File: config.mk
export PLATFORM = sky130hd
export DESIGN_NAME = snek_ctrl
export DESIGN_NICKNAME = d
export VERILOG_FILES = /design/src/rtl/snek_pkg.sv /design/src/rtl/snek_food_lfsr.sv /design/src/rtl/snek_ctrl.sv
export SDC_FILE = /design/constraint.sdc
export NUM_CORES = 1
export LEC_CHECK = 0
export ABC_AREA = 0
export CORE_MARGIN = 5
export CORE_UTILIZATION = 35
export CTS_BUF_LIST = sky130_fd_sc_hd__clkbuf_4
export CTS_CLUSTER_DIAMETER = 60
export DETAILED_ROUTE_END_ITERATION = 10
export PLACE_DENSITY = 0.54
export SKIP_CTS_REPAIR_TIMING = 1
export SLEW_MARGIN = 30
export SYNTH_ARGS = -nofsm -noshare
export SYNTH_HDL_FRONTEND = slang
export SYNTH_SLANG_ARGS = --single-unit
File: constraint.sdc
create_clock -name clk -period 3.35 [get_ports clk]
set_input_delay 0.67 -clock clk [delete_from_list [all_inputs] [get_ports clk]]
set_output_delay 0.67 -clock clk [all_outputs]
set_load 0.05 [all_outputs]
File: src/rtl/snek_pkg.sv
// Shared encodings and defaults for the snake game sequencer and its food placer.
package snek_pkg;

    localparam int GRID_W_DEF = 32;
    localparam int GRID_H_DEF = 24;
    localparam int CELL_PX    = 20;

    localparam logic [4:0] FOOD_RST_H = 5'd20;
    localparam logic [4:0] FOOD_RST_V = 5'd11;

    typedef enum logic [2:0] {
        DIR_L    = 3'd0,
        DIR_R    = 3'd1,
        DIR_D    = 3'd2,
        DIR_U    = 3'd3,
        DIR_NONE = 3'd4
    } dir_e;

    typedef enum logic [1:0] {
        ST_IDLE = 2'd0,
        ST_PLAY = 2'd1,
        ST_DEAD = 2'd2
    } state_e;

    function automatic dir_e dir_opposite(input dir_e d);
        case (d)
            DIR_L:   return DIR_R;
            DIR_R:   return DIR_L;
            DIR_D:   return DIR_U;
            DIR_U:   return DIR_D;
            default: return DIR_NONE;
        endcase
    endfunction

endpackage

File: src/rtl/snek_food_lfsr.sv
// Food placer: free-running LFSR, one candidate per clk after go, done pulse on accept or after 64 tries.
// Result is valid with done; no backpressure, the caller must take it on the pulse.
module snek_food_lfsr
    import snek_pkg::*;
#(
    parameter int          GRID_W    = GRID_W_DEF,
    parameter int          GRID_H    = GRID_H_DEF,
    parameter logic [15:0] LFSR_SEED = 16'hACE1
) (
    input  logic       clk,
    input  logic       reset,
    input  logic       go,
    input  logic [4:0] head_h,
    input  logic [4:0] head_v,
    output logic       done,
    output logic [4:0] found_h,
    output logic [4:0] found_v
);

    localparam logic [5:0] W6 = 6'(GRID_W);
    localparam logic [5:0] H6 = 6'(GRID_H);

    logic [15:0] lfsr;
    logic        busy;
    logic [5:0]  tries;
    logic        fb;
    logic [4:0]  cand_h;
    logic [4:0]  cand_v;
    logic        accept;

    // x^16 + x^14 + x^13 + x^11
    assign fb     = lfsr[15] ^ lfsr[13] ^ lfsr[12] ^ lfsr[10];
    assign cand_h = lfsr[4:0];
    assign cand_v = lfsr[9:5];
    assign accept = ({1'b0, cand_h} < W6) && ({1'b0, cand_v} < H6) &&
                    !((cand_h == head_h) && (cand_v == head_v));

    always_ff @(posedge clk) begin
        if (reset) begin
            lfsr    <= LFSR_SEED;
            busy    <= 1'b0;
            tries   <= '0;
            done    <= 1'b0;
            found_h <= '0;
            found_v <= '0;
        end else begin
            lfsr <= {lfsr[14:0], fb};
            done <= 1'b0;
            if (go) begin
                busy  <= 1'b1;
                tries <= '0;
            end else if (busy) begin
                if (accept) begin
                    done    <= 1'b1;
                    found_h <= cand_h;
                    found_v <= cand_v;
                    busy    <= 1'b0;
                end else if (tries == 6'd63) begin
                    done    <= 1'b1;
                    found_h <= '0;
                    found_v <= '0;
                    busy    <= 1'b0;
                end else begin
                    tries <= tries + 6'd1;
                end
            end
        end
    end

endmodule

File: src/rtl/snek_ctrl.sv
// Snake game sequencer: direction filter, step pacing, wall/body death, eating, score and food placement.
// run/grow_flag/dir update one clk after frame_tick and hold for the frame; no backpressure.
module snek_ctrl
    import snek_pkg::*;
#(
    parameter int          FRAMES_PER_STEP = 8,
    parameter int          GRID_W          = GRID_W_DEF,
    parameter int          GRID_H          = GRID_H_DEF,
    parameter int          MAXLEN          = 16,
    parameter logic [15:0] LFSR_SEED       = 16'hACE1
) (
    input  logic       clk,
    input  logic       reset,
    input  logic       frame_tick,
    input  logic [3:0] btn,
    input  logic       start,
    input  logic [4:0] head_h,
    input  logic [4:0] head_v,
    input  logic       body_hit,
    output logic       run,
    output logic       grow_flag,
    output logic [2:0] dir,
    output logic [4:0] food_h,
    output logic [4:0] food_v,
    output logic [7:0] score,
    output logic [1:0] state
);

    localparam logic [7:0] CNT_LAST = 8'(FRAMES_PER_STEP - 1);
    localparam logic [7:0] LEN_MAX  = 8'(MAXLEN);
    localparam logic [4:0] H_LAST   = 5'(GRID_W - 1);
    localparam logic [4:0] V_LAST   = 5'(GRID_H - 1);

    state_e     state_q, state_d;
    dir_e       dir_q, pend_q, sel;
    logic [7:0] len_q, cnt_q;
    logic       hit_q, start_q;
    logic       start_rise, step, wall, move, eat, sel_ok, grow_ok;
    logic       food_done;
    logic [4:0] found_h, found_v;

    assign start_rise = start & ~start_q;
    assign step       = (state_q == ST_PLAY) && frame_tick && (cnt_q == CNT_LAST);
    assign sel_ok     = (sel != DIR_NONE) && (sel != dir_opposite(dir_q));
    assign eat        = move && (head_h == food_h) && (head_v == food_v);
    assign grow_ok    = len_q < LEN_MAX;

    assign dir   = dir_q;
    assign state = state_q;

    always_comb begin
        sel = DIR_NONE;
        if (btn[0])      sel = DIR_L;
        else if (btn[1]) sel = DIR_R;
        else if (btn[2]) sel = DIR_D;
        else if (btn[3]) sel = DIR_U;
    end

    always_comb begin
        wall = 1'b0;
        case (pend_q)
            DIR_L:   wall = (head_h == 5'd0);
            DIR_R:   wall = (head_h == H_LAST);
            DIR_U:   wall = (head_v == 5'd0);
            DIR_D:   wall = (head_v == V_LAST);
            default: wall = 1'b0;
        endcase
    end

    always_comb begin
        state_d = state_q;
        move    = 1'b0;
        case (state_q)
            ST_IDLE: if (start_rise) state_d = ST_PLAY;
            ST_PLAY: begin
                if (step && (pend_q != DIR_NONE)) begin
                    if (wall || hit_q) state_d = ST_DEAD;
                    else               move    = 1'b1;
                end
            end
            ST_DEAD: if (start_rise) state_d = ST_IDLE;
            default: state_d = ST_IDLE;
        endcase
    end

    always_ff @(posedge clk) begin
        if (reset) state_q <= ST_IDLE;
        else       state_q <= state_d;
    end

    always_ff @(posedge clk) begin
        if (reset) begin
            run       <= 1'b0;
            grow_flag <= 1'b0;
            dir_q     <= DIR_NONE;
            pend_q    <= DIR_NONE;
            food_h    <= FOOD_RST_H;
            food_v    <= FOOD_RST_V;
            score     <= '0;
            len_q     <= 8'd1;
            cnt_q     <= '0;
            hit_q     <= 1'b0;
            start_q   <= 1'b0;
        end else begin
            start_q <= start;
            // Outputs to the body generator only move on frame boundaries.
            if (frame_tick) begin
                run       <= move;
                grow_flag <= eat && grow_ok;
                if (move) dir_q <= pend_q;
            end
            if (food_done) begin
                food_h <= found_h;
                food_v <= found_v;
            end
            if ((state_q == ST_IDLE) && start_rise) begin
                score <= '0;
                len_q <= 8'd1;
                cnt_q <= '0;
                hit_q <= 1'b0;
            end
            if (state_q == ST_PLAY) begin
                if (frame_tick) cnt_q <= (cnt_q == CNT_LAST) ? 8'd0 : cnt_q + 8'd1;
                hit_q <= step ? 1'b0 : (hit_q | body_hit);
                if (sel_ok) pend_q <= sel;
                if (eat) begin
                    if (grow_ok)       len_q <= len_q + 8'd1;
                    if (score != 8'hFF) score <= score + 8'd1;
                end
            end
        end
    end

    snek_food_lfsr #(
        .GRID_W    (GRID_W),
        .GRID_H    (GRID_H),
        .LFSR_SEED (LFSR_SEED)
    ) u_food (
        .clk     (clk),
        .reset   (reset),
        .go      (eat),
        .head_h  (head_h),
        .head_v  (head_v),
        .done    (food_done),
        .found_h (found_h),
        .found_v (found_v)
    );

endmodule
==> metrics.md <==
| Metric | Value |
|---|---|
| Max cap viols | 0 |
| Worst hold path type | reg2reg |
| Critical R2R Launch | cnt_q[3] |
| Max-slew violation count | 0 |
| Arr. time, crit path | approximately 3200 ps |
| Post-synth EDFFs | 0 |
| Area leader, netlist | dfxtp_1 |
| Number of synthesis warnings | 0 |
| Total die area | 12000 µm² |
| CTS sink count | 80 |
| Worst slew margin | roughly 40% |
| Path type of the worst setup path | in2reg |
| RSZ-0062 raised after global routing | no |
| Final ANT Viol Nets | 0 |
| Remaining global-route overflow | 0 |
| Peak VDD IR | about 0.24 mV |
| IO Port Bufs | 43 |
| Detailed Route WL | about 7600 µm |
| CTS H-tree lvls | 3 |
| Via/cell ratio | 4.90 |
| Worst setup EP type | register |
| Post-synthesis sequential area ratio | about 46% |
| Max Root-Sink Buffers | 2 |
| LEAKAGE | 0.00154 µW |
| TritonCTS Buffers | 9 |
| Total I/O pin count | 44 |
| Worst-path fanout max | 10 |
| Status | finished, final reports clean |
| DR vias | approximately 2700 |
| Post-Synthesis Cells | 368 |
| Worst reg2reg setup slack | 820 ps |
| Post-synthesis cell type count | just under 50 |
| Worst setup SP type | primary input |
| Mapped Area | ~3500 µm² |
| CTS clk-pin slew, worst paths | 140 ps |
| Worst reg2reg path endpoint | u_food.found_v[1] |
| Fill count | 1016 |
| First-pass GRT wire length | ~13000 µm |
| Fraction of layout cells with a size suffix above 1 | under 10% |
| Worst slew pin tran | 894 ps |
| Crit path required time | roughly 3700 ps |
| Drt first pass iters | 4 |
| Clock Skew | a little under 20 ps |
| Synth Register Bits | 80 |
| Sum Neg Setup Slack | 0 ps |
| Utilization after layout | a little over two fifths |
| Die width | approximately 110 µm |
| Core area | slightly below 10000 µm² |
| Final setup viols | 0 |
| Most common cell in the netlist | dfxtp_1 |
| Number of global-route vias before repair | 2578 |
| Critical Path Source | head_h[0] |
| Share of the synthesized area in the top cell type | between 40% and 50% |
| Fin Hold WS | between 400 and 500 ps |
| Syn avg cell area | roughly 9.4 µm² |
| Placer Congestion | approximately 0.78 |
| CTS tree | done |
| Initial Util | 35.6% |
| DRC | 0 |
| ANT cells | 0 |
| Die Height | approximately 110 µm |
| Initial antenna violation count | 0 |
| Tmin final | approximately 2900 ps |
| Pwr dens | about 430 nW/µm² |
| Clk_lat worst skew | ~420 ps |
| FF-to-FF path depth | 5 |
| HPWL after detailed placement | ~5500 µm |
| FFs w/ async S/R, synth | 0% |
| All-Layer GR Usage | between 10% and 20% |
| Top post-synthesis cells by count | dfxtp_1 (80), nor2_1 (41), nand3_1 (20) |
| Area occupied by registers | ~1600 µm² |
| Design area | around 4300 µm² |
| Layout area overhead | 22.7% |
| Nets | between 400 and 500 |
| Final Cycle Share | 85.4% |
| Syn Nets | 391 |
| Iteration-0 DRC Markers | between 100 and 150 |
| Final Hold Vio Count | 0 |
| Max Freq | 0.350 GHz |
| Worst Setup EP | u_food.found_v[1] |
| Ranking of synthesized cells by area | dfxtp_1 (46%), xnor2_1 (4.5%), nor2_1 (4.4%) |
| Multi-input logic area | ~1800 µm² |
| Post-DR wirelength/cell | between 10 and 15 µm |
| Largest net degree at the start of global routing | 49 |
| FP Rows | 36 |
| Clk root buf | clkbuf_4 |
| Top_reg_cell synth | dfxtp_1 |
| Placed Area | about 4100 µm² |
==> worst min-delay path by stage <==
| stage | start | to | slack [ps] | depth (start not counted) |
|---|---|---|---|---|
| after floorplan | u_food.lfsr[14] | u_food.lfsr[15] | 390 | 1 |
| after global placement | u_food.lfsr[14] | u_food.lfsr[15] | 400 | 1 |
| after detailed placement | u_food.lfsr[14] | u_food.lfsr[15] | 410 | 1 |
| after CTS | u_food.lfsr[14] | u_food.lfsr[15] | 440 | 1 |
| after global routing | u_food.lfsr[14] | u_food.lfsr[15] | 450 | 1 |
| final | u_food.lfsr[14] | u_food.lfsr[15] | 430 | 1 |
==> metal layers <==
layer	global-route usage, %	part of all wire (%)	vias to the layer above
met3	4.05	4.1	8
met5	0	0	-
met1	18.1	50	1260
met4	3.83	1.2	0
li1	-	-	1406
met2	20.4	45	39
==> state kept, by name, indices dropped and copies added, names as in the netlist <==
name and count:
score 8, grow_flag 1, cnt_q 8, u_food.tries 6, run 1, food_h 5
start_q 1, pend_q 3, u_food.done 1, u_food.found_h 5, state 2, food_v 5
u_food.lfsr 16, len_q 8, dir 3, hit_q 1, u_food.busy 1, u_food.found_v 5
==> cell usage in the layout (no fill, tap or decap), types with 2 or more instances in the layout <==
| cell type | Yosys | layout |
|---|---|---|
| o21ai_0 | 15 | 15 |
| o21a_1 | 2 | 2 |
| dfxtp_1 | 80 | 80 |
| bufinv_16 | 0 | 3 |
| a22oi_1 | 3 | 3 |
| clkdlybuf4s50_1 | 0 | 42 |
| a22o_1 | 11 | 11 |
| nand4_1 | 4 | 4 |
| nand3_1 | 20 | 20 |
| and3_1 | 5 | 5 |
| a21oi_1 | 16 | 16 |
| or2_2 | 9 | 9 |
| nor2b_1 | 18 | 18 |
| or4b_1 | 2 | 2 |
| nor4_4 | 2 | 2 |
| clkbuf_4 | 0 | 9 |
| or3_1 | 3 | 3 |
| mux2i_1 | 11 | 11 |
| buf_4 | 0 | 4 |
| nor2_1 | 41 | 41 |
| xor2_1 | 15 | 15 |
| clkinv_4 | 0 | 3 |
| nand3b_1 | 2 | 2 |
| a311oi_1 | 2 | 2 |
| and2_1 | 5 | 5 |
| nor4_1 | 5 | 5 |
| ha_1 | 4 | 4 |
| nand2b_1 | 6 | 6 |
| nor3b_1 | 6 | 6 |
| a211o_1 | 6 | 6 |
| nand2_1 | 14 | 14 |
| o211ai_1 | 4 | 4 |
| nor3_1 | 6 | 6 |
| xnor2_1 | 18 | 18 |
| inv_1 | 6 | 6 |
==> report_power, final <==
part / internal (µW) / switching [µW] / total [µW]
registers: 970 / 18.3 / 988
logic: 59.2 / 70.1 / 129
clock network: 379 / 338 / 717
total: 1410 / 426 / 1830
==> per-stage QoR <==
stage          setup WS [ps]  std cells  total power (µW)
2_1_floorplan            828        368              1080
3_3_place_gp             173        538              1140
3_5_place_dp            90.0        538              1140
4_1_cts                  531        554              1860
5_1_grt                  414        554              1910
6_report                 489        554              1830
==> cells by family (layout without fill, tap and decap cells) <==
| group | Yosys count | in the layout | synth area share (%) |
|---|---|---|---|
| fa+ha+maj | 4 | 4 | 1.44 |
| flops | 80 | 80 | 46.2 |
| buf+inv | 17 | 70 | 1.88 |
| xor+xnor | 33 | 33 | 8.34 |
| simple gates | 157 | 157 | 26.0 |
| mux | 11 | 11 | 3.18 |
| compound gates | 66 | 66 | 13.0 |
==> cell type report <==
type | instances | share of cell area, %
Inverter | 6 | 0.530
Sequential cell | 80 | 37.7
Clock buffer | 9 | 1.59
Tap cell | 133 | 3.91
Clock inverter | 7 | 2.82
Multi-Input combinational cell | 271 | 42.3
Timing Repair Buffer | 48 | 11.2
==> critical path, stage by stage <==
cell	delay, ps
clkdlybuf4s50_1	600
nor4_1	80
a2bb2o_1	320
a221oi_1	420
nand3_1	170
a21oi_1	720
a22o_1	220
No activity file was read; power rests on OpenSTA's default activity.
